## src/rtl/mem_operand_fetch.sv

```systemverilog
// mem_operand_fetch
//   Operand-fetch stage ahead of write-back. Accepts one instruction, reads
//   up to two memory source operands from the data cache (strictly one after
//   the other), then holds the finished operand bundle until write-back takes it.
// Ports
//   clk, reset                     : clock, asynchronous active-high reset
//   inValid/inReady                : upstream instruction handshake
//   inRip, inOp1/2, inSide         : instruction pointer, register operands, sideband
//   inSrc1IsMem/inSrc2IsMem        : operand n comes from memory
//   inAddrSrc1/inAddrSrc2          : operand byte addresses
//   killIn                         : flush the current instruction
//   outValid/outReady              : write-back handshake
//   outRip, outOp1/2, outSide      : captured bundle
//   dcReqcyc/dcReq/dcReqtag/dcReqack        : cache read request
//   dcRespcyc/dcResp/dcResptag/dcRespack    : cache read response
module mem_operand_fetch #(
   parameter int unsigned SIDE_W = 128,
   parameter int unsigned TAG_W  = 13
) (
   input  logic              clk,
   input  logic              reset,
   input  logic              inValid,
   output logic              inReady,
   input  logic [63:0]       inRip,
   input  logic              inSrc1IsMem,
   input  logic              inSrc2IsMem,
   input  logic [63:0]       inAddrSrc1,
   input  logic [63:0]       inAddrSrc2,
   input  logic [63:0]       inOp1,
   input  logic [63:0]       inOp2,
   input  logic [SIDE_W-1:0] inSide,
   input  logic              killIn,
   output logic              outValid,
   input  logic              outReady,
   output logic [63:0]       outRip,
   output logic [63:0]       outOp1,
   output logic [63:0]       outOp2,
   output logic [SIDE_W-1:0] outSide,
   output logic              dcReqcyc,
   output logic [63:0]       dcReq,
   output logic [TAG_W-1:0]  dcReqtag,
   input  logic              dcReqack,
   input  logic              dcRespcyc,
   input  logic [63:0]       dcResp,
   input  logic [TAG_W-1:0]  dcResptag,
   output logic              dcRespack
);

   typedef enum logic [2:0] {
      S_IDLE, S_REQ1, S_WAIT1, S_REQ2, S_WAIT2, S_HOLD
   } state_t;

   // Read request tag: {read, memory/data space, reserved, operand index}
   localparam logic [TAG_W-1:0] TAG_SRC1 = TAG_W'({1'b1, 4'b0001, 7'b0, 1'b0});
   localparam logic [TAG_W-1:0] TAG_SRC2 = TAG_W'({1'b1, 4'b0001, 7'b0, 1'b1});

   state_t              r_state;
   logic                r_kill_pend;
   logic                r_in_ready;
   logic                r_out_valid;
   logic [63:0]         r_rip;
   logic [63:0]         r_op1;
   logic [63:0]         r_op2;
   logic [SIDE_W-1:0]   r_side;
   logic [63:0]         r_addr2;
   logic                r_src2_mem;
   logic                r_req_cyc;
   logic [63:0]         r_req_addr;
   logic [TAG_W-1:0]    r_req_tag;

   logic                w_resp_ack;
   logic                w_kill;
   logic                w_unused_tag;

   // Response handshake only for the index the current wait state expects
   assign w_resp_ack = dcRespcyc &&
                       (((r_state == S_WAIT1) && !dcResptag[0]) ||
                        ((r_state == S_WAIT2) &&  dcResptag[0]));

   // A kill seen in the completing cycle counts the same as an earlier one
   assign w_kill = killIn || r_kill_pend;

   // Upper response tag bits carry no information for this stage
   assign w_unused_tag = ^dcResptag[TAG_W-1:1];

   assign dcRespack = w_resp_ack;
   assign inReady   = r_in_ready;
   assign outValid  = r_out_valid;
   assign outRip    = r_rip;
   assign outOp1    = r_op1;
   assign outOp2    = r_op2;
   assign outSide   = r_side;
   assign dcReqcyc  = r_req_cyc;
   assign dcReq     = r_req_addr;
   assign dcReqtag  = r_req_tag;

   // Stage controller and all registered outputs
   always_ff @(posedge clk or posedge reset) begin
      if (reset) begin
         r_state     <= S_IDLE;
         r_kill_pend <= 1'b0;
         r_in_ready  <= 1'b1;
         r_out_valid <= 1'b0;
         r_rip       <= '0;
         r_op1       <= '0;
         r_op2       <= '0;
         r_side      <= '0;
         r_addr2     <= '0;
         r_src2_mem  <= 1'b0;
         r_req_cyc   <= 1'b0;
         r_req_addr  <= '0;
         r_req_tag   <= '0;
      end else begin
         case (r_state)
            S_IDLE: begin
               r_kill_pend <= 1'b0;
               if (inValid && !killIn) begin
                  r_rip      <= inRip;
                  r_op1      <= inOp1;
                  r_op2      <= inOp2;
                  r_side     <= inSide;
                  r_addr2    <= inAddrSrc2;
                  r_src2_mem <= inSrc2IsMem;
                  r_in_ready <= 1'b0;
                  if (inSrc1IsMem) begin
                     r_state    <= S_REQ1;
                     r_req_cyc  <= 1'b1;
                     r_req_addr <= inAddrSrc1;
                     r_req_tag  <= TAG_SRC1;
                  end else if (inSrc2IsMem) begin
                     r_state    <= S_REQ2;
                     r_req_cyc  <= 1'b1;
                     r_req_addr <= inAddrSrc2;
                     r_req_tag  <= TAG_SRC2;
                  end else begin
                     r_state     <= S_HOLD;
                     r_out_valid <= 1'b1;
                  end
               end
            end

            // Request stays up until accepted, even if killed meanwhile
            S_REQ1, S_REQ2: begin
               if (killIn) r_kill_pend <= 1'b1;
               if (dcReqack) begin
                  r_req_cyc <= 1'b0;
                  r_state   <= (r_state == S_REQ1) ? S_WAIT1 : S_WAIT2;
               end
            end

            S_WAIT1: begin
               if (w_resp_ack) begin
                  r_op1 <= dcResp;
                  if (w_kill) begin
                     r_state    <= S_IDLE;
                     r_in_ready <= 1'b1;
                  end else if (r_src2_mem) begin
                     r_state    <= S_REQ2;
                     r_req_cyc  <= 1'b1;
                     r_req_addr <= r_addr2;
                     r_req_tag  <= TAG_SRC2;
                  end else begin
                     r_state     <= S_HOLD;
                     r_out_valid <= 1'b1;
                  end
               end else if (killIn) begin
                  r_kill_pend <= 1'b1;
               end
            end

            S_WAIT2: begin
               if (w_resp_ack) begin
                  r_op2 <= dcResp;
                  if (w_kill) begin
                     r_state    <= S_IDLE;
                     r_in_ready <= 1'b1;
                  end else begin
                     r_state     <= S_HOLD;
                     r_out_valid <= 1'b1;
                  end
               end else if (killIn) begin
                  r_kill_pend <= 1'b1;
               end
            end

            S_HOLD: begin
               if (outReady || killIn) begin
                  r_state     <= S_IDLE;
                  r_out_valid <= 1'b0;
                  r_in_ready  <= 1'b1;
               end
            end

            default: begin
               r_state     <= S_IDLE;
               r_in_ready  <= 1'b1;
               r_out_valid <= 1'b0;
               r_req_cyc   <= 1'b0;
            end
         endcase
      end
   end

endmodule
```

## config.mk

```make
export PLATFORM = sky130hd
export DESIGN_NAME = mem_operand_fetch
export DESIGN_NICKNAME = d
export VERILOG_FILES = /design/src/rtl/mem_operand_fetch.sv
export SDC_FILE = /design/constraint.sdc
export NUM_CORES = 1
export LEC_CHECK = 0
export ABC_CLOCK_PERIOD_IN_PS = 18700
export CORE_AREA = 2 2 363 365
export DETAILED_ROUTE_END_ITERATION = 8
export DIE_AREA = 0 0 365 367
export GPL_TIMING_DRIVEN = 0
export MAX_ROUTING_LAYER = met4
export PLACE_DENSITY = 0.39
export SLEW_MARGIN = 40
export SYNTH_ARGS = -nofsm -noshare
export SYNTH_HDL_FRONTEND = slang
export SYNTH_SLANG_ARGS = --single-unit
export TNS_END_PERCENT = 30
```

## constraint.sdc

```tcl
create_clock -name clk -period 18.7 [get_ports clk]
set_input_delay 4.675 -clock clk [delete_from_list [all_inputs] [get_ports clk]]
set_output_delay 4.675 -clock clk [all_outputs]
set_load 0.02 [all_outputs]
```

# Word-level counts from Yosys, hierarchy flattened
# Index checks and enable logic that the tools add are counted.
[word_totals]
inputBits = 534
out_inout_bits = 401
regBits = 469
wordCells = 117
[op_classes]
eq_ne = 20
reduce_logical = 25
bitwise = 2
muxes = 57
[ops]
columns = ["operator", "n"]
rows = [
  ["two-way mux 64 bit", 9],
  ["case mux 64 bit (2 select lines)", 3],
  ["two-way mux 13 bit", 6],
  ["two-way mux 3 bit", 11],
  ["case mux 13 bit (2 select lines)", 1],
  ["!= test 2 bit (second input constant)", 12],
  ["two-way mux 1 bit", 22],
  ["case mux 3 bit (5 select lines)", 1],
  ["AND reduction 10 bit", 1],
  ["AND reduction 5 bit", 2],
  ["case mux 1 bit (4 select lines)", 2],
  ["AND reduction 7 bit", 1],
  ["== test 3 x 2 -> 1 bit (second input constant)", 2],
  ["== test 3 bit (second input constant)", 2],
  ["AND reduction 3 bit", 2],
  ["AND reduction 6 bit", 1],
  ["OR reduction 2 bit", 3],
  ["case mux 1 bit (5 select lines)", 1],
  ["logical AND 1 bit", 4],
  ["!= test 2 x 1 -> 1 bit (second input constant)", 2],
  ["AND reduction 2 bit", 2],
  ["nonzero test 2 bit", 2],
  ["== test 3 x 1 -> 1 bit (second input constant)", 1],
  ["zero test 3 bit", 1],
  ["6 further kinds", 10],
]

# Longest topological paths before layout
[depth]
ltp_word = 6
depth_mapped = 9
depth_no_buf = 5

# Least setup slack after synthesis
# No wires, ideal clock.
[synth_timing]
path_kind = "input to output"
startpoint = "input port dcResptag[0]"
endpoint = "output port dcRespack"
required_ns = 14.025
cell_stages = 3
n_path_buf = 0
slack_ns = 8.877
t_arrival_ns = 5.148
path_cell_list = "mux2_2 -> nand2_1 -> inv_1"
[synth_between]
elab_chain_cells = 4
elab_cells_between_ends = 5
cone_classes = "reduce/logical: 5"
[synth_rtl]
columns = ["element", "line", "source"]
rows = [
  ["start: declaration", "45", "input logic [TAG_W-1:0] dcResptag,"],
  ["zero test 1 bit", "77", "(((r_state == S_WAIT1) && !dcResptag[0]) ||"],
  ["logical AND 1 bit", "77", ""],
  ["logical OR 1 bit *", "77", ""],
  ["logical AND 1 bit *", "76", "assign w_resp_ack = dcRespcyc &&"],
  ["end: declaration", "46", "output logic dcRespack"],
]
# Mark *: on every way between the ends. The rest lies on a longest branch, timed or not.

# Worst setup path after layout
# Same ends and word-level chain as after synthesis.

==> impl_metrics.json <==
{
  "drive_above_1_share": 0.0847,
  "maxCapViolations": 0,
  "outcome": "finished, final reports clean",
  "gp_congestion": 0.826,
  "cpMostUsedCell": "clkdlybuf4s50_1",
  "wirelength_microns": 117000,
  "ys_seq_elements": 458,
  "grt_start_max_net_pins": 69,
  "reg2reg_depth": 6,
  "final_antenna_net_count": 0,
  "skew_ns": 0.0202,
  "worst_slack_ns": 7.66,
  "routedWlPerCell_microns": 23.7,
  "initial_utilization": 0.152,
  "holdBufCountCts": 0,
  "avgSynthCellArea_sq_um": 9.56,
  "worst_path_max_delay_cell": "clkdlybuf4s50_1",
  "post_cts_resized": 0,
  "track_usage": 0.176,
  "grt_pass1_wl_microns": 159000,
  "timing.setup.tns_ns": 0,
  "first_iter_violations": 935,
  "path_class": "primary input to output port",
  "async_reset_ff_frac": 1.00,
  "met1_usage": 0.184,
  "arrival_ns": 6.37,
  "post-route-drc-count": 0,
  "critPathTopFamily": "buffers and inverters",
  "clockRootBuffer": "clkbuf_16",
  "fmax_mhz": 90.6,
  "vias": 18600,
  "holdCritStartpoint": "outRip[33]",
  "synth_area_leaders": "dfrtp_1 57%, nand2_1 18%, mux2i_1 9.7%",
  "use_met3": 0.0602,
  "worst_pin_slew_ns": 0.797,
  "fin_nets": 3612,
  "slew_headroom": 0.469,
  "cts_buffer_depth": 3,
  "yosysTopAreaCellShare": 0.575,
  "end_kind": "output port",
  "cp-startpoint": "dcResptag[0]",
  "fill_cells": 14200,
  "grt_overflow": 0,
  "p_per_area_nw_per_um2": 173,
  "fin_crit_sh": 0.591,
  "cts.sink_count": 458,
  "synth_area_sq_um": 19900,
  "std_cell_rows": 133,
  "rsz0062_at_grt": "no",
  "dpl.cell_count": 4765,
  "worst-path-buf-inv": 3,
  "synth_edf_count": 0,
  "hold_slack_ns": 0.471,
  "ir_worst_vdd_mv": 0.0677,
  "setup_viol": 0,
  "grt_antenna_before_repair": 51,
  "stdcell_count": 4923,
  "syn2layout_area_growth_pct": 70.1,
  "first_pass_iters": 4,
  "top_usage_layer": "met2",
  "core_area_sq_um": 130000,
  "rr_startpoint": "r_state[0]",
  "place_hpwl_microns": 93700,
  "yosysTopAreaCell": "dfrtp_1",
  "required_ns": 14.03,
  "clock_latency_ns": 0.66,
  "slowest_delay_ns": 0.65,
  "grtUsageMet2": 0.313,
  "p_leak_nw": 15.0,
  "ys_types": 43,
  "die-area_sq_um": 134000,
  "numCtsBuffers": 66,
  "grt_pass1_vias": 19700,
  "h-tree-depth": 3,
  "io_pins": 935,
  "ys_warn_count": 0,
  "r2r-end": "outOp1[40]",
  "vias_per_cell": 3.77,
  "slew_viol_final": 0,
  "hp-class": "register to register",
  "finalCriticalPeriod_ns": 11.04,
  "die_x_microns": 365,
  "cts_tree": "done",
  "dp_slack_ns": 7.64,
  "holdPathEnd": "outRip[33]",
  "hold_violations": 0,
  "synth_ff_type": "dfrtp_1",
  "crit_chain": "clkdlybuf4s50_1, mux2_2, nand2_1, inv_1, clkdlybuf4s50_1",
  "postCtsSetupRepairBufs": 0,
  "clk_pin_slew_ns": 0.05,
  "worst-path-max-fanout": 4,
  "syn_inst": 2081,
  "whs_path_depth": 2,
  "start_kind": "primary input",
  "fp.dieH_microns": 367,
  "yosysSeqAreaShare": 0.576,
  "io_buffer_count": 911,
  "rrSetupSlack_ns": 15.49
}
## worst reg2reg max path: cells and delay by family, from the launching register on
family	cells	cell delay, ns
AOI/OAI and AO/OA	1	0.16
buffers and inverters	3	1.41
and+or+nand+nor	1	0.60
DFF	1	0.37
muxes	1	0.55
## sequential cells by signal, indices dropped and copies added (netlist names), 2 cells and up
name	cells
r_addr2	64
outOp2	64
outOp1	64
outSide	128
r_state	3
outRip	64
dcReq	64
dcReqtag	2
## cell type report
type / instances / area, sq um / area share
Buffer: 144 / 721 / 0.0213
Clock buffer: 102 / 1990 / 0.0588
Tap cell: 1755 / 2200 / 0.0649
Clock inverter: 15 / 218 / 0.00644
Antenna cell: 41 / 103 / 0.00303
Sequential cell: 458 / 11500 / 0.339
Inverter: 4 / 22.5 / 0.000666
Timing Repair Buffer: 920 / 9350 / 0.276
Multi-Input combinational cell: 1484 / 7760 / 0.230
## synthesized netlist by cell type (all sizes together), types with 2 or more instances
cell / n
mux2: 66
a211oi: 3
nor2: 13
mux2i: 192
o21ai: 195
nor2b: 4
nor4: 2
a21oi: 5
inv: 4
nor3: 3
buf: 71
nand2: 967
a31oi: 2
or3: 2
clkbuf: 73
o22ai: 2
o211ai: 2
dfrtp: 457
nor3b: 4
## cells by family after synthesis
family | Yosys count | share of synthesized area
AND/OR/NAND/NOR | 998 | 0.192
flip-flops | 458 | 0.576
multiplexers | 258 | 0.138
AO/OA/AOI/OAI | 217 | 0.0581
buffers and inverters | 148 | 0.0358
adder cells (fa/ha/maj) | 1 | 0.000503
other | 1 | 0.000189
## stage by stage
step	instance area, sq um	total power (W)	util
CTS	33700	0.00599	0.258
global route	33800	0.00619	0.259
floorplan	19900	0.00304	-
detailed placement	31500	0.00464	0.242
global placement	31200	0.00463	0.239
finish	33800	0.00585	0.259
## metal layers
metal | up-vias | share of wire
met5 | - | 0
met4 | 0 | 0.021
met3 | 102 | 0.085
met2 | 619 | 0.52
met1 | 9043 | 0.37
li1 | 8809 | -
## how the worst max path moves through the flow
| stage | to | slack, ns | cells past startpoint |
|---|---|---|---|
| 3_5_place_dp | dcRespack | 7.64 | 5 |
| 6_report | dcRespack | 7.66 | 5 |
| 3_3_place_gp | dcReq[36] | -7.39 | 2 |
| 2_1_floorplan | dcReq[0] | 1.26 | 1 |
| 4_1_cts | dcRespack | 7.64 | 5 |
| 5_1_grt | dcRespack | 7.58 | 5 |
## layout by cell type, fill, tap and decap left out, types with 4 or more instances in the layout
cell type,Yosys,routed
clkbuf_1,70,68
a21oi_1,5,5
buf_6,5,6
mux2_4,19,19
clkinv_2,0,5
buf_16,0,8
clkbuf_2,3,22
nor2b_1,4,4
clkbuf_8,0,18
diode_2,0,41
buf_2,50,50
o21ai_0,195,195
buf_4,14,14
nor2_1,13,13
clkdlybuf4s50_1,0,911
nand2_1,967,967
dfrtp_1,457,457
mux2_1,9,9
mux2i_1,192,192
clkbuf_16,0,67
conb_1,1,10
mux2_2,38,38
## report_power, final
group | internal (W) | switching [W] | leakage (nW)
clock | 0.000767 | 0.000529 | 1.08
sequential | 0.00147 | 0.000267 | 5.67
combinational | 0.00119 | 0.00162 | 8.23
total | 0.00343 | 0.00242 | 15.0
Note: power is estimated with default switching activity, not from simulation.
